<file path="src/rtl/bram_req_rsp.sv">
// Byte-enabled single-port RAM with valid/ready request and response channels; BRAM_REQ_RSP_INIT_CLEAR_EN adds a post-reset zero sweep.
// Reads respond RD_LATENCY+1 cycles after acceptance; credits sized to the response FIFO stall requests instead of overflowing it.
module bram_req_rsp #(
  parameter int DATA_W     = 64,
  parameter int DEPTH      = 32,
  parameter int ADDR_W     = 32,
  parameter int RD_LATENCY = 1
) (
  input  logic                   clk,
  input  logic                   rst,
  input  logic                   req_valid,
  output logic                   req_ready,
  input  logic [ADDR_W-1:0]      req_addr,
  input  logic [DATA_W/8-1:0]    req_we,
  input  logic [DATA_W-1:0]      req_wdata,
  output logic                   rsp_valid,
  input  logic                   rsp_ready,
  output logic [DATA_W-1:0]      rsp_rdata,
  output logic                   rsp_err,
  output logic                   wr_err
);

  localparam int BYTES      = DATA_W / 8;
  localparam int BSH        = (BYTES > 1) ? $clog2(BYTES) : 0;
  localparam int IDX_W      = (DEPTH > 1) ? $clog2(DEPTH) : 1;
  localparam int FIFO_DEPTH = RD_LATENCY + 2;
  localparam int CRD_W      = $clog2(FIFO_DEPTH + 1);

`ifdef BRAM_REQ_RSP_INIT_CLEAR_EN
  typedef enum logic [0:0] {ST_CLEAR, ST_RUN} state_t;
  localparam state_t RST_ST = ST_CLEAR;
`else
  typedef enum logic [0:0] {ST_RUN} state_t;
  localparam state_t RST_ST = ST_RUN;
`endif

  state_t state_q, state_d;

  logic [DATA_W-1:0] mem_q [DEPTH];
  logic [ADDR_W-1:0] widx;
  logic [IDX_W-1:0]  idx;
  logic              oor;
  logic              req_fire, wr_fire, rd_fire, rsp_pop;
  logic [DATA_W:0]   rd_word;

  logic              pipe_vld_q [RD_LATENCY];
  logic [DATA_W:0]   pipe_dat_q [RD_LATENCY];

  logic [CRD_W-1:0]  credits_q, credits_d;
  logic              wr_err_q;
  logic              f_vld;
  logic [DATA_W:0]   f_dat;

  assign widx     = req_addr >> BSH;
  assign idx      = widx[IDX_W-1:0];
  assign oor      = (widx >= ADDR_W'(DEPTH));
  assign req_fire = req_valid && req_ready;
  assign wr_fire  = req_fire && (|req_we);
  assign rd_fire  = req_fire && !(|req_we);
  assign rsp_pop  = rsp_valid && rsp_ready;
  assign rd_word  = oor ? {1'b1, {DATA_W{1'b0}}} : {1'b0, mem_q[idx]};

  // Gating with rst keeps a request offered during reset from being accepted.
  assign req_ready = !rst && (state_q == ST_RUN) && (credits_q != '0);

`ifdef BRAM_REQ_RSP_INIT_CLEAR_EN
  logic [IDX_W-1:0] clr_idx_q, clr_idx_d;
  logic             clr_we;

  always_ff @(posedge clk) begin
    if (rst) clr_idx_q <= '0;
    else     clr_idx_q <= clr_idx_d;
  end
`endif

  always_ff @(posedge clk) begin
    if (rst) state_q <= RST_ST;
    else     state_q <= state_d;
  end

  always_comb begin
    state_d = state_q;
`ifdef BRAM_REQ_RSP_INIT_CLEAR_EN
    clr_we    = 1'b0;
    clr_idx_d = clr_idx_q;
    if (state_q == ST_CLEAR) begin
      clr_we    = 1'b1;
      clr_idx_d = clr_idx_q + 1'b1;
      if (clr_idx_q == IDX_W'(DEPTH - 1)) state_d = ST_RUN;
    end
`endif
  end

  always_ff @(posedge clk) begin
    if (!rst) begin
`ifdef BRAM_REQ_RSP_INIT_CLEAR_EN
      if (clr_we) mem_q[clr_idx_q] <= '0;
`endif
      if (wr_fire && !oor) begin
        for (int b = 0; b < BYTES; b++) begin
          if (req_we[b]) mem_q[idx][b*8 +: 8] <= req_wdata[b*8 +: 8];
        end
      end
    end
  end

  // Stage 0 is the synchronous array read; later stages only add delay.
  always_ff @(posedge clk) begin
    if (rst) begin
      for (int i = 0; i < RD_LATENCY; i++) begin
        pipe_vld_q[i] <= 1'b0;
        pipe_dat_q[i] <= '0;
      end
    end else begin
      pipe_vld_q[0] <= rd_fire;
      pipe_dat_q[0] <= rd_word;
      for (int i = 1; i < RD_LATENCY; i++) begin
        pipe_vld_q[i] <= pipe_vld_q[i-1];
        pipe_dat_q[i] <= pipe_dat_q[i-1];
      end
    end
  end

  always_comb begin
    credits_d = credits_q;
    if (rd_fire && !rsp_pop)      credits_d = credits_q - 1'b1;
    else if (!rd_fire && rsp_pop) credits_d = credits_q + 1'b1;
  end

  always_ff @(posedge clk) begin
    if (rst) begin
      credits_q <= CRD_W'(FIFO_DEPTH);
      wr_err_q  <= 1'b0;
    end else begin
      credits_q <= credits_d;
      if (wr_fire && oor) wr_err_q <= 1'b1;
    end
  end

  bram_req_rsp_fifo #(
    .W (DATA_W + 1),
    .D (FIFO_DEPTH)
  ) u_rsp_fifo (
    .clk        (clk),
    .rst        (rst),
    .push_i     (pipe_vld_q[RD_LATENCY-1]),
    .push_dat_i (pipe_dat_q[RD_LATENCY-1]),
    .pop_i      (rsp_pop),
    .out_vld_o  (f_vld),
    .out_dat_o  (f_dat)
  );

  assign rsp_valid = f_vld;
  assign rsp_rdata = f_vld ? f_dat[DATA_W-1:0] : '0;
  assign rsp_err   = f_vld && f_dat[DATA_W];
  assign wr_err    = wr_err_q;

endmodule

module bram_req_rsp_fifo #(
  parameter int W = 8,
  parameter int D = 3
) (
  input  logic         clk,
  input  logic         rst,
  input  logic         push_i,
  input  logic [W-1:0] push_dat_i,
  input  logic         pop_i,
  output logic         out_vld_o,
  output logic [W-1:0] out_dat_o
);

  localparam int PW = (D > 1) ? $clog2(D) : 1;
  localparam int CW = $clog2(D + 1);

  logic [W-1:0]  mem_q [D];
  logic [PW-1:0] wr_ptr_q, rd_ptr_q;
  logic [CW-1:0] cnt_q;

  // Depth need not be a power of two, so pointers wrap explicitly.
  function automatic logic [PW-1:0] nxt(input logic [PW-1:0] p);
    return (p == PW'(D - 1)) ? '0 : p + 1'b1;
  endfunction

  always_ff @(posedge clk) begin
    if (rst) begin
      wr_ptr_q <= '0;
      rd_ptr_q <= '0;
      cnt_q    <= '0;
    end else begin
      if (push_i) wr_ptr_q <= nxt(wr_ptr_q);
      if (pop_i)  rd_ptr_q <= nxt(rd_ptr_q);
      cnt_q <= cnt_q + CW'(push_i) - CW'(pop_i);
    end
  end

  always_ff @(posedge clk) begin
    if (push_i && !rst) mem_q[wr_ptr_q] <= push_dat_i;
  end

  assign out_vld_o = (cnt_q != '0);
  assign out_dat_o = mem_q[rd_ptr_q];

endmodule

</file>
<file path="config.mk">
export PLATFORM = sky130hd
export DESIGN_NAME = bram_req_rsp
export DESIGN_NICKNAME = d
export VERILOG_FILES = /design/src/rtl/bram_req_rsp.sv
export SDC_FILE = /design/constraint.sdc
export NUM_CORES = 2
export LEC_CHECK = 0
export ABC_AREA = 1
export BUFFER_PORTS_ARGS = -buffer_cell sky130_fd_sc_hd__buf_2
export CAP_MARGIN = 20
export CELL_PAD_IN_SITES_DETAIL_PLACEMENT = 1
export CELL_PAD_IN_SITES_GLOBAL_PLACEMENT = 1
export CORE_MARGIN = 2
export CORE_UTILIZATION = 50
export CTS_BUF_LIST = sky130_fd_sc_hd__clkbuf_4 sky130_fd_sc_hd__clkbuf_8
export DETAILED_ROUTE_END_ITERATION = 10
export PLACE_DENSITY = 0.85
export SETUP_SLACK_MARGIN = 0.3
export SKIP_CTS_REPAIR_TIMING = 1
export SLEW_MARGIN = 20
export SYNTH_ARGS = -nofsm -noshare
export SYNTH_HDL_FRONTEND = slang
export SYNTH_SLANG_ARGS = --single-unit
</file>
<file path="constraint.sdc">
create_clock -name clk -period 12.1 [get_ports clk]
set_input_delay 1.21 -clock clk [delete_from_list [all_inputs] [get_ports clk]]
set_output_delay 1.21 -clock clk [all_outputs]
set_load 0.02 [all_outputs]
</file>
After elaboration in Yosys (flattened, before gate mapping)
Memory sizes are Yosys's and may differ from the RTL's. A register that Yosys moved wholly into a read port is not among the register bits.
Cells that the tools add are included.
{"block": "op_classes", "add_sub_neg": 6, "order_cmp": 1, "eq_ne": 2, "muxes": 49, "reduce_logical": 22}
{"op": "2-to-1 mux 65 bit", "n": 2}
{"op": "OR reduction 65 bit", "n": 1}
{"op": "2-to-1 mux 64 bit", "n": 1}
{"op": "2-to-1 mux 1 bit", "n": 40}
{"op": ">= comparator 29 x 6 -> 1 bit (second input constant)", "n": 1}
{"op": "2-to-1 mux 2 bit", "n": 6}
{"op": "logical AND 1 bit", "n": 11}
{"op": "OR reduction 8 bit", "n": 1}
{"op": "adder 2 x 1 -> 2 bit (second input constant)", "n": 3}
{"op": "nonzero test 2 bit", "n": 3}
{"op": "zero test 1 bit", "n": 5}
{"op": "== test 2 bit (second input constant)", "n": 2}
{"op": "adder 2 x 1 -> 2 bit", "n": 1}
{"op": "subtractor 2 x 1 -> 2 bit", "n": 1}
{"op": "subtractor 2 x 1 -> 2 bit (second input constant)", "n": 1}
{"op": "OR reduction 1 bit", "n": 1}
{"block": "word_totals", "regBits": 9, "mem_bits_rw": 2309, "in_bits": 108, "out_inout_bits": 68, "elab_cells": 89, "memories": 4}
{"memory": "mem_q", "depth": 32, "word_bits": 64, "rd": 1, "rd_clocked_by_memory_dff": 0, "write_ports": 1, "line_no": "39", "text": "logic [DATA_W-1:0] mem_q [DEPTH];"}
{"memory": "u_rsp_fifo.mem_q", "depth": 3, "word_bits": 65, "rd": 1, "rd_clocked_by_memory_dff": 1, "write_ports": 1, "line_no": "176", "text": "logic [W-1:0] mem_q [D];"}
{"memory": "pipe_dat_q", "depth": 1, "word_bits": 65, "rd": 1, "rd_clocked_by_memory_dff": 0, "write_ports": 1, "line_no": "47", "text": "logic [DATA_W:0] pipe_dat_q [RD_LATENCY];"}
{"memory": "pipe_vld_q", "depth": 1, "word_bits": 1, "rd": 1, "rd_clocked_by_memory_dff": 0, "write_ports": 1, "line_no": "46", "text": "logic pipe_vld_q [RD_LATENCY];"}

Depth between registers and ports, before layout
{"block": "logic_depth", "ltp_word": 8, "depth_mapped": 13, "depth_no_buf": 10}

Cells and area by module
A second synthesis with hierarchy kept.
{"block": "hier_totals", "hier_cells": 9005, "hier_area_um2": 94710.8}
{"module": "bram_req_rsp", "n_inst": 1, "cells_each": 8478, "area_each_um2": 87164.8, "seq_area_each_um2": 62880.3}
{"module": "bram_req_rsp_fifo", "n_inst": 1, "cells_each": 527, "area_each_um2": 7546.0, "seq_area_each_um2": 6015.8}

Worst setup path before layout
Ideal clock, no wire load.
{"block": "synth_timing", "path_kind": "input to register", "startpoint": "input port rst", "endpoint": "memory u_rsp_fifo.mem_q[0][0] (netlist name) (enable)", "setup_time_ns": 0.571, "arrival_time_ns": 6.066, "t_required_ns": 11.529, "setup_slack_ns": 5.463, "path_stages": 4, "n_path_buf": 1, "path_cell_list": "clkbuf_1 inv_1 nand2_1 nor3_1"}
{"block": "synth_via", "elab_chain_len": 4}
{"element": "start, declared", "line_no": "10", "text": "input logic rst,"}
{"element": "zero test 1 bit", "line_no": "198", "text": "if (push_i && !rst) mem_q[wr_ptr_q] <= push_dat_i;"}
{"element": "logical AND 1 bit", "line_no": "198"}
{"element": "2-to-1 mux 1 bit", "line_no": "198"}
{"element": "2-to-1 mux 1 bit (implied by the code)", "line_no": "198"}
{"element": "end, declared", "line_no": "176"}
Every way passes these cells.

Worst setup path in the final report
{"block": "layout_timing", "startpoint": "input port req_addr[4]", "endpoint": "memory mem_q[44][33] (netlist: mem_q[22][33]) (enable)"}
{"block": "layout_via", "elab_chain_len": 6}
{"element": "start, declared", "line_no": "13", "text": "input logic [ADDR_W-1:0] req_addr,"}
{"element": ">= comparator 29 x 6 -> 1 bit", "line_no": "56", "text": "assign oor = (widx >= ADDR_W'(DEPTH));"}
{"element": "zero test 1 bit", "line_no": "99", "text": "if (wr_fire && !oor) begin"}
{"element": "logical AND 1 bit", "line_no": "99"}
{"element": "2-to-1 mux 1 bit", "line_no": "99"}
{"element": "2-to-1 mux 1 bit", "line_no": "95", "text": "if (!rst) begin"}
{"element": "2-to-1 mux 1 bit (implied by the code)", "line_no": "101", "text": "if (req_we[b]) mem_q[idx][b*8 +: 8] <= req_wdata[b*8 +: 8];"}
{"element": "end, declared", "line_no": "39"}
Several ways; a longest one is shown, not always the timed one.

==> reports/results.ini <==
[run_status]
status = completed

[placed_design]
dpl.hpwl_mm = 172
place_area_um2 = 97700
port_buffers = 172
pre_cts_slack_ns = 6.41
dp.cells = 11200
gp_congestion = 0.815

[synth]
syn-num-nets = 9033
avgSynthCellArea_um2 = 10.6
synth_edf_count = 2243
ys_ff_latch = 2320
synth_top_family_by_area = simple AND/OR/NAND/NOR gates
synth-xor-area-share_pct = 0.0277
ys_seq_area_share_pct = 72.7
synth.top_cells.by_area = edfxtp_1 71%, nand2_1 21%, nor2_1 1.6%
yosys_warnings = 0
muxShareOfSynthArea_pct = 0.783
synth_top_cell_by_area = edfxtp_1
synthCells = 8922
synth-simple-area-share_pct = 22.9
synth_most_common_cell = nand2_1
async_flop_share_pct = 0
synthAdderAreaFrac_pct = 0.0396
synth_area_um2 = 94800
synth_top_flop_cell = edfxtp_1
synth_common_cells = 5231 x nand2_1, 2243 x edfxtp_1, 412 x nor2_1, 327 x clkbuf_1, 139 x inv_1
synth_compound_area_share_pct = 1.10
synth.top_cell.area_share_pct = 71.1
synth_cell_types = 24

[die]
initial_core_util_pct = 50.4
die_height_um = 439
ios = 176
rows = 159
core_area_um2 = 188000
die_w_um = 439
die_area_um2 = 193000

[timing]
hold_violations = 0
whs_ns = 0.394
max_slew_margin_pct = 21.0
finalCriticalPeriod_ns = 4.84
max_freq_ghz = 0.207
rsz0062_at_grt = false
setup_slack_ns = 7.26
setup_viol = 0
worst_pin_slew_ns = 1.18
post-route-period-util_pct = 40.0
slew_violations = 0
tns_ns = 0
skew_ns = 0.0838

[clock_tree]
cts_tree = done
clock_path_buffers = 4
cts_buffers = 380
h-tree-depth = 5
clkTransAtPathRegs_ns = 0.05
clock_latency_ns = 1.12
root_buffer = clkbuf_8
clock-sinks = 2320

[routing]
firstDrtPassIters = 6
dr.first_iter.drc_count = 6930
wire_per_inst_um = 24.8
drcViolationCount = 0
vias_per_cell = 5.61
drt-total-wl_mm = 295
ant_nets = 0
vias = 66700

[final_layout]
final_cell_area_um2 = 105000
stdcell_count = 11900
finalNetCount = 9217
final_core_util_pct = 55.9
area_growth_pct = 10.9
nFillCells = 19900
drive_above_1_share_pct = 10.2

[grt]
overflow = 0
grt_use_total_pct = 30.3
antenna_found_initial = 16
grt_pass1_wl_mm = 437
grt_pass1_vias = 71700
grt_max_degree = 220

[power]
p_comb_share_pct = 7.3
sw_frac_of_total_pct = 24.4
p_int_mw = 12.7
switching_power_mw = 4.12
p_seq_share_pct = 52.4
fin_total_pwr_mw = 16.9
vdd_drop_max_uv = 134
clock_power_share_pct = 40.3
powerDensity_nw_per_um2 = 160
power.leakage_nw = 42.7

[critical_path]
path_max_fanout = 112
crit_chain = buf_8 > inv_8 > nor2_4 > buf_4 > nand2_1 > nor2_1
cp_slowest_cell = nor2_1
required_ns = 12.78
end_kind = flop
critPathKind = input port to flop
cp_data_arrival_time_ns = 5.51
max_stage_delay_ns = 0.97
critPathLaunchType = input port

[worst_hold_path]
min_path_type = input port to flop

[flow_run]
max_cap_violations = 0

state kept, by name (all words and copies together), names as in the netlist, named ones only:
name / cells
u_rsp_fifo.cnt_q: 2
u_rsp_fifo.rd_ptr_q: 2
pipe_vld_q: 1
wr_err: 1
pipe_dat_q: 65
credits_q: 2
u_rsp_fifo.wr_ptr_q: 2
mem_q: 2048
u_rsp_fifo.mem_q: 195
path summary, 6_finish.rpt:
check / start / slack, ns / cells after the start / endpoint
min reg2reg: pipe_dat_q[0][19]$_SDFF_PP0_ / 0.45 / 0 / u_rsp_fifo.mem_q[1][19]$_DFFE_PP_
max reg2reg: credits_q[0]$_SDFFE_PP1P_ / 8.82 / 7 / mem_q[6][20]$_DFFE_PP_
max: req_addr[4] / 7.26 / 6 / mem_q[22][33]$_DFFE_PP_
min: rst / 0.39 / 2 / u_rsp_fifo.cnt_q[0]$_SDFF_PP0_
critical path, delay by kind of cell:
kind / cells / cell delay (ns)
buffers and inverters: 3 / 1.61
AND/OR/NAND/NOR: 3 / 2.50
layout make-up:
cell class	count	area, µm²	area share, %
diodes	11	27.5	0.0262
clock buffers	549	6640	6.32
clock inverters	114	699	0.665
inverters	146	563	0.536
multi-input cells	6008	23600	22.5
flip-flops and latches	2320	68900	65.5
well taps	2495	3120	2.97
repair buffers	250	1520	1.45
kinds of logic (layout without fill, tap and decap cells):
| logic type | Yosys count | after routing |
|---|---|---|
| multiplexers | 66 | 66 |
| adder cells (fa/ha/maj) | 3 | 3 |
| other | 0 | 11 |
| buffers and inverters | 594 | 1059 |
| flip-flops | 2320 | 2320 |
| AND/OR/NAND/NOR | 5731 | 5731 |
| XOR/XNOR | 3 | 3 |
| AO/OA/AOI/OAI | 205 | 205 |
cell usage in the layout, fill, tap and decap left out, types with 3 or more instances in the layout:
master	synthesis	layout
a21oi_1	133	133
buf_12	0	3
buf_2	101	170
buf_4	1	74
bufinv_16	0	7
clkbuf_4	0	146
clkbuf_8	0	403
clkinv_1	0	61
clkinv_2	0	37
clkinvlp_4	0	5
dfxtp_1	77	75
diode_2	0	11
edfxtp_1	2243	2243
ha_1	3	3
inv_1	139	139
inv_2	7	5
inv_6	0	3
inv_8	0	3
mux2_2	65	65
nand2_1	5231	5216
nand2_2	0	15
nand3_1	73	72
nor2_1	412	407
nor2_2	3	5
nor2_4	0	3
nor3_2	7	3
nor3_4	0	7
o21ai_0	68	68
metal layers:
| metal | share of wire, % | routed length (µm) | GRT usage, % |
|---|---|---|---|
| met5 | 0.058 | 172 | 0 |
| met4 | 5.6 | 16600 | 16.9 |
| met3 | 8.0 | 23400 | 5.97 |
| met2 | 49 | 145000 | 50.9 |
| met1 | 37 | 110000 | 36.7 |
power by group through the flow:
stage	logic, mW	clock network [mW]	registers (mW)
after CTS	1.23	6.85	8.83
after detailed placement	1.21	0	9.00
after global routing	1.34	7.16	8.83
after floorplan	0.695	0	8.97
final	1.24	6.80	8.83
after global placement	1.15	0	9.00
Power figures use the tool's default switching activity.
